<file path="src/rtl/disp_fifo.sv">
// disp_fifo
//   Single-clock pixel buffer sitting directly behind the AXI display read
//   controller. Every R-channel beat is captured because the controller ties
//   RREADY to RVALID and cannot be back-pressured. The pixel-output stage pops
//   24-bit RGB words with one cycle of read latency.
//
// Parameters
//   DATA_W       R-channel data width; word = {pad, R[7:0], G[7:0], B[7:0]}
//   DEPTH        storage words, power of 2, at least 2*BURST_WORDS
//   BURST_WORDS  beats per AXI burst
//
// Ports
//   ACLK       in   clock, rising edge
//   ARST       in   synchronous active-high reset
//   RDATA      in   AXI read data
//   RVALID     in   beat present
//   RREADY     in   controller's ready (observed only)
//   FIFOREADY  out  room for one more complete burst
//   FLUSH      in   frame-start clear pulse
//   PIXRD      in   pop request from the pixel stage
//   PIXDATA    out  popped pixel {R,G,B}
//   PIXVALID   out  PIXDATA was updated this cycle
//   LEVEL      out  number of stored words
//   OVERFLOW   out  sticky: beat arrived while full
//   UNDERFLOW  out  sticky: pop requested while empty

module disp_fifo #(
  parameter int DATA_W      = 32,
  parameter int DEPTH       = 128,
  parameter int BURST_WORDS = 32,
  localparam int PTR_W      = $clog2(DEPTH)
) (
  input  logic              ACLK,
  input  logic              ARST,
  input  logic [DATA_W-1:0] RDATA,
  input  logic              RVALID,
  input  logic              RREADY,
  output logic              FIFOREADY,
  input  logic              FLUSH,
  input  logic              PIXRD,
  output logic [23:0]       PIXDATA,
  output logic              PIXVALID,
  output logic [PTR_W:0]    LEVEL,
  output logic              OVERFLOW,
  output logic              UNDERFLOW
);

  localparam logic [PTR_W:0] FULL_LEVEL  = (PTR_W+1)'(DEPTH);
  // The controller samples FIFOREADY on RLAST before that beat is counted,
  // hence the extra word of margin below one full burst of headroom.
  localparam logic [PTR_W:0] READY_LIMIT = (PTR_W+1)'(DEPTH - BURST_WORDS - 1);

  logic [PTR_W-1:0] wr_ptr;
  logic [PTR_W-1:0] rd_ptr;
  logic [PTR_W:0]   level;
  logic [23:0]      mem [DEPTH];

  logic wr_req;
  logic pop;
  logic wr_ok;
  logic mem_we;

  // Only the RGB bytes are stored; the pad byte of each beat is dropped here.
  logic unused_rdata_hi;
  assign unused_rdata_hi = ^RDATA[DATA_W-1:24];

  assign wr_req = RVALID & RREADY;
  assign pop    = PIXRD & (level != '0);
  // When full, a same-cycle pop frees the slot at rd_ptr (== wr_ptr) and the
  // RAM's read-before-write behaviour returns the old word to the reader.
  assign wr_ok  = wr_req & ((level != FULL_LEVEL) | pop);
  assign mem_we = wr_ok & ~FLUSH & ~ARST;

  // Storage array kept free of reset so it maps onto a simple dual-port RAM.
  always_ff @(posedge ACLK) begin
    if (mem_we) begin
      mem[wr_ptr] <= RDATA[23:0];
    end
  end

  always_ff @(posedge ACLK) begin
    if (ARST) begin
      wr_ptr    <= '0;
      rd_ptr    <= '0;
      level     <= '0;
      PIXDATA   <= '0;
      PIXVALID  <= 1'b0;
      OVERFLOW  <= 1'b0;
      UNDERFLOW <= 1'b0;
    end else if (FLUSH) begin
      // Frame start: discard everything, but leave the last pixel on PIXDATA.
      wr_ptr    <= '0;
      rd_ptr    <= '0;
      level     <= '0;
      PIXVALID  <= 1'b0;
      OVERFLOW  <= 1'b0;
      UNDERFLOW <= 1'b0;
    end else begin
      PIXVALID <= pop;
      if (wr_ok) begin
        wr_ptr <= wr_ptr + 1'b1;
      end
      if (pop) begin
        rd_ptr  <= rd_ptr + 1'b1;
        PIXDATA <= mem[rd_ptr];
      end
      case ({wr_ok, pop})
        2'b10:   level <= level + 1'b1;
        2'b01:   level <= level - 1'b1;
        default: level <= level;
      endcase
      if (wr_req & ~wr_ok) begin
        OVERFLOW <= 1'b1;
      end
      if (PIXRD & (level == '0)) begin
        UNDERFLOW <= 1'b1;
      end
    end
  end

  assign LEVEL     = level;
  assign FIFOREADY = (level <= READY_LIMIT);

endmodule

</file>
<file path="config.mk">
export PLATFORM = sky130hd
export DESIGN_NAME = disp_fifo
export DESIGN_NICKNAME = d
export VERILOG_FILES = /design/src/rtl/disp_fifo.sv
export SDC_FILE = /design/constraint.sdc
export NUM_CORES = 2
export LEC_CHECK = 0
export CAP_MARGIN = 15
export CORE_ASPECT_RATIO = 0.6
export CORE_MARGIN = 10
export CORE_UTILIZATION = 57
export DETAILED_ROUTE_END_ITERATION = 7
export PLACE_DENSITY_LB_ADDON = 0.2
export SETUP_SLACK_MARGIN = 0.15
export SYNTH_ARGS = -nofsm -noshare
export SYNTH_HDL_FRONTEND = slang
export SYNTH_SLANG_ARGS = --single-unit
export TNS_END_PERCENT = 50
</file>
<file path="constraint.sdc">
create_clock -name ACLK -period 3.3 [get_ports ACLK]
set_input_delay 0.66 -clock ACLK [delete_from_list [all_inputs] [get_ports ACLK]]
set_output_delay 0.66 -clock ACLK [all_outputs]
set_load 0.1 [all_outputs]
</file>
# Word level (Yosys, flattened, before mapping)

Memory sizes are Yosys's and may differ from the RTL's. A register that Yosys moved wholly into a read port is not among the register bits.
Cells that the tools add are included.

Memories kept: 1
Logic and storage cells: 34
Bits in writable memories: 3072
Input port bits: 38
Output and inout bits: 36
Register bits after elaboration: 25

Memories:

| memory | depth | width | read ports | clocked after Yosys merged registers in | write ports | RTL line | text |
|---|---|---|---|---|---|---|---|
| mem    | 128   | 24    | 1          | 1                                       | 1           | 56       | `logic [23:0] mem [DEPTH];` |

$lt $le $gt $ge: 1
Equal/unequal tests: 3
Reductions and logical operators: 5
Muxes and demuxes: 3
Add/subtract/negate cells: 4
Bitwise logic cells: 11

Operator list:

| cell                  | count |
|---|---|
| $pmux W8 S2           | 1 |
| $add A7 B1 Y7 const B | 2 |
| $add A8 B1 Y8 const B | 1 |
| $le A8 B7 Y1 const B  | 1 |
| $logic_not A8 Y1      | 1 |
| $ne A8 B8 Y1 const B  | 1 |
| $reduce_bool A8 Y1    | 1 |
| $sub A8 B1 Y8 const B | 1 |
| $and A1 B1 Y1         | 7 |
| $not A1 Y1            | 3 |
| $eq A2 B1 Y1 const B  | 1 |
| $eq A2 B2 Y1 const B  | 1 |
| $mux W1               | 2 |
| $reduce_and A2 Y1     | 1 |
| $reduce_bool A2 Y1    | 1 |
| $reduce_or A2 Y1      | 1 |
| $or A1 B1 Y1          | 1 |

# Depth between registers and ports, before layout

Word-level depth: 8
Mapped depth: 12
Mapped depth without buffers: 9

# Least setup slack after synthesis

Ideal clock, no wire load.

Kind: register -> register
From: register level[0], in the netlist LEVEL[0]
To: memory mem[51][0] (enable)
Library setup time: 405 ps
Arrival: 3621 ps
Buffers on the path: 2
Clock period less this slack: 4026 ps
Cell stages (with the launch flop): 9
Setup slack: -726 ps
Required time: 2895 ps
Cell sequence: dfxtp_1 -> nor3_1 -> a31oi_1 -> clkbuf_1 -> nand2_1 -> nor2_1 -> nand3_1 -> clkbuf_1 -> nor2_1

Longest elaborated chain between the ends: 8
Elaborated cells between the ends (all ways): 9
Classes of those cells: 1 x eq/ne; 2 x mux; 5 x bitwise; 1 x reduce/logical

RTL lines:

| what                            | RTL line | text |
|---|---|---|
| start, declared                 | 55       | `logic [PTR_W:0] level;` |
| start signal, assigned          | 108      | `2'b10: level <= level + 1'b1;` |
| start signal, assigned          | 109      | `2'b01: level <= level - 1'b1;` |
| start signal, assigned          | 110      | `default: level <= level;` |
| $reduce_bool A8 Y1              | 68       | `assign pop = PIXRD & (level != '0);` |
| $and A1 B1 Y1                   | 68       |  |
| $or A1 B1 Y1 *                  | 71       | `assign wr_ok = wr_req & ((level != FULL_LEVEL) \| pop);` |
| $and A1 B1 Y1 *                 | 71       |  |
| $and A1 B1 Y1 * (2 in series)   | 72       | `assign mem_we = wr_ok & ~FLUSH & ~ARST;` |
| $mux W1 *                       | 76       | `if (mem_we) begin` |
| $mux W1 (not written as such) * | 77       | `mem[wr_ptr] <= RDATA[23:0];` |
| end, declared                   | 56       |  |

Mark *: on every way between the ends. The rest lies on a longest branch, timed or not.

==> results.toml <==
[global_route]
grt-ovfl-total = 0
grt.busiest_layer = "met1"
antenna_found_initial = 23
grt_use_met3_pct = 10.3
grt_max_degree = 129
grt_pass1_wl_um = 464000
track_usage_pct = 28.5
use_met2_pct = 39.6
grt_pass1_vias = 59500
grt_util_met1_pct = 43.2

[sta]
setup_tns_ns = 0
rsz0062_at_grt = "true"
worst_slack_ns = 0.0472
timing.final.hold_violations = 0
max_clock_freq_mhz = 307
relSlewSlack_pct = 18.8
finClkSkew_ns = 0.0368
min_period_ns = 3.25
timing_worst_slew_pin_value_ns = 1.22
finalCritPeriodShare_pct = 98.6
setup_viol_count_final = 0
drv_slew = 0

[floorplan]
coreArea_sq_um = 207000
dieWidth_um = 611
rows = 129
io_pins = 74
initial_core_util_pct = 57.6
die_h_um = 374
fp.dieArea_sq_um = 229000

[critical_path]
cp_common_cell = "buf_4"
cp_num_buf_inv = 2
ff2ff_path_depth = 8
crit_fanout = 11
cp_top_family = "simple AND/OR/NAND/NOR gates"
r2r_start = "rd_ptr[3]$_SDFFE_PP0P_"
startpoint = "rd_ptr[3]$_SDFFE_PP0P_"
cp_slowest_stage_delay_ns = 0.72
timing.rr.end = "PIXDATA[17]$_SDFFE_PP0P_"
arrival_ns = 4.02
required_ns = 4.07
path_cells = "buf_4, or3b_2, nor2_1, buf_4, a221oi_1, o21ai_0, a211o_1, a22o_1"
crit_cells = 8
rrSetupSlack_ns = 0.05
crit_slowest_cell = "or3b_2"
start_kind = "register"
crit_end = "PIXDATA[17]$_SDFFE_PP0P_"
crit_path_end_kind = "register"
crit_type = "register to register"

[routing]
wl_per_cell_um = 36.3
wl_um = 332000
firstDrtPassIters = 6
dr.first_iter.drc_count = 10300
drc_errors = 0
vias = 62200
final_antenna_net_count = 0
vias_per_cell = 6.81

[cts]
cts.reportedPaths.clkPinSlew_ns = 0.07
cts_buffer_depth = 4
cts_tree = "built"
cts_root_buf = "clkbuf_16"
clkLatencyLatePin_ns = 0.84
htree_levels = 5
cts_buffers = 276
hold_buffers = 0
cts.sinks = 3121

[power]
max-vdd-ir-drop_mv = 0.473
powerDensity_nw_per_um2 = 567
leakagePower_nw = 42.6

[placement]
dpl.cell_count = 8635
dpl-instance-area_sq_um = 129000
post-dp-hpwl_um = 202000
numPortBuffers = 65
place_ws_ns = -0.130
gp_congestion = 0.892

[yosys]
seq_area_frac_synth_pct = 78.1
synth-edff-count = 3072
synth_flop_cell = "edfxtp_1"
synth.area.top_cells = "edfxtp_1 (77%), mux4_2 (12%), mux2i_1 (2.8%)"
synth_top_area_cell = "edfxtp_1"
synth_seq_cells = 3121
netlist_area_sq_um = 119000
synth_most_common_cell = "edfxtp_1"
yosysWarnings = 0
async_flop_share_pct = 0
synthTopCellsByCount = "edfxtp_1 (3072), mux4_2 (631), mux2i_1 (333), nor2_1 (187), a22oi_1 (179)"
avgSynthCellArea_sq_um = 21.6
ys_types = 67
synthCells = 5530
synth_top_area_share_pct = 77.3
synth.net_count = 5577

[final_layout]
drive_above_1_share_pct = 29.7
utilization_pct = 66.8
fin_nets = 6227
areaGrowthSynthToFinish_pct = 15.9
finalNonFillerCells = 9133
design_area_sq_um = 138000

[flow_run]
maxCapViolCount = 0

[status]
status = "complete, no violations"

[min_path]
hold_class = "input pin to register"
## routing by layer
metal	vias to the layer above	wire length, um
li1	24700	-
met1	32600	130000
met2	4411	142000
met3	527	50800
met4	10	9230
met5	-	74
## flip-flops by register name (all words and copies together), names as in the netlist
register,flops
PIXVALID,1
PIXDATA,24
rd_ptr,7
OVERFLOW,1
mem,3072
wr_ptr,7
UNDERFLOW,1
LEVEL,8
## how the worst min path moves through the flow
| stage | slack, ns | cells past startpoint | startpoint | to |
|---|---|---|---|---|
| finish | 0.09 | 1 | RDATA[10] | mem[35][10]$_DFFE_PP_ |
| global route | 0.05 | 1 | RDATA[10] | mem[34][10]$_DFFE_PP_ |
| CTS | 0.04 | 1 | RDATA[10] | mem[35][10]$_DFFE_PP_ |
| detailed placement | 0.48 | 2 | PIXDATA[23]$_SDFFE_PP0P_ | PIXDATA[23]$_SDFFE_PP0P_ |
| global placement | 0.47 | 2 | UNDERFLOW$_SDFFE_PP0P_ | UNDERFLOW$_SDFFE_PP0P_ |
| floorplan | 0.53 | 2 | wr_ptr[2]$_SDFFE_PP0P_ | wr_ptr[2]$_SDFFE_PP0P_ |
## final cells by class
class	count	area, sq um
Sequential cell	3121	93300
Clock buffer	349	7420
Inverter	8	35.0
Multi-Input combinational cell	2089	25100
Tap cell	2751	3440
Timing Repair Buffer	684	7830
Antenna cell	9	22.5
Fill cell	12900	68800
Clock inverter	122	1110
## cells by family after synthesis
logic type	after synthesis	synth area share [%]
AO/OA/AOI/OAI	631	3.79
AND/OR/NAND/NOR	460	1.70
XOR/XNOR	14	0.103
multiplexers	975	14.8
buffers and inverters	320	1.36
flip-flops	3121	78.1
adder cells (fa/ha/maj)	9	0.101
## power by group
part / total [mW] / internal [mW] / leakage, nW / switching (mW)
Combinational: 3.39 / 1.29 / 10.5 / 2.10
Sequential: 43.6 / 43.5 / 28.0 / 0.0614
Clock: 31.5 / 17.5 / 4.17 / 14.0
## worst register-to-register path, delay by kind of cell, from the launching register on
family	cells	cell delay (ns)
flops	1	0.40
simple gates	2	1.34
compound gates	4	0.93
buf+inv	2	0.53
## layout by cell type (no fill, tap or decap), types with 9 or more instances in the layout
cell type	netlist	final
bufinv_16	0	20
a221oi_1	18	16
nor2_2	1	120
dfxtp_1	49	34
edfxtp_1	3072	3072
o221ai_1	48	48
clkinv_2	0	42
o22ai_1	46	46
nand2_1	139	139
buf_12	0	201
a2111oi_0	12	9
o21ai_1	20	19
a21oi_1	96	94
nor3_1	14	10
clkbuf_16	0	287
dfxtp_4	0	11
buf_4	42	468
nor2_4	0	12
a22oi_1	179	174
clkinv_1	0	43
nand3_1	29	26
nor2b_1	23	20
mux2i_1	333	330
mux4_2	631	631
inv_6	0	9
mux2_2	11	11
nor2_1	187	56
a211oi_2	0	10
nand4_1	16	16
a22o_1	44	42
a31oi_1	12	12
diode_2	0	9
a211oi_1	77	66
clkbuf_1	128	59
o21ai_0	25	25
## per-stage QoR
step	total power [mW]	hold WS (ns)
after floorplan	46.1	0.528
after global placement	47.7	0.468
after detailed placement	47.7	0.478
after CTS	78.7	0.0384
after global routing	80.4	0.0542
final	78.4	0.0912
## what timing repair did
| action | CTS | global route |
|---|---|---|
| pin swaps | 1 | 0 |
| gates resized for setup | 12 | 35 |
| setup endpoints to repair | 14 | 20 |
| cloned | 1 | 2 |
| setup buffers | 6 | 9 |
Power figures use the tool's default switching activity.
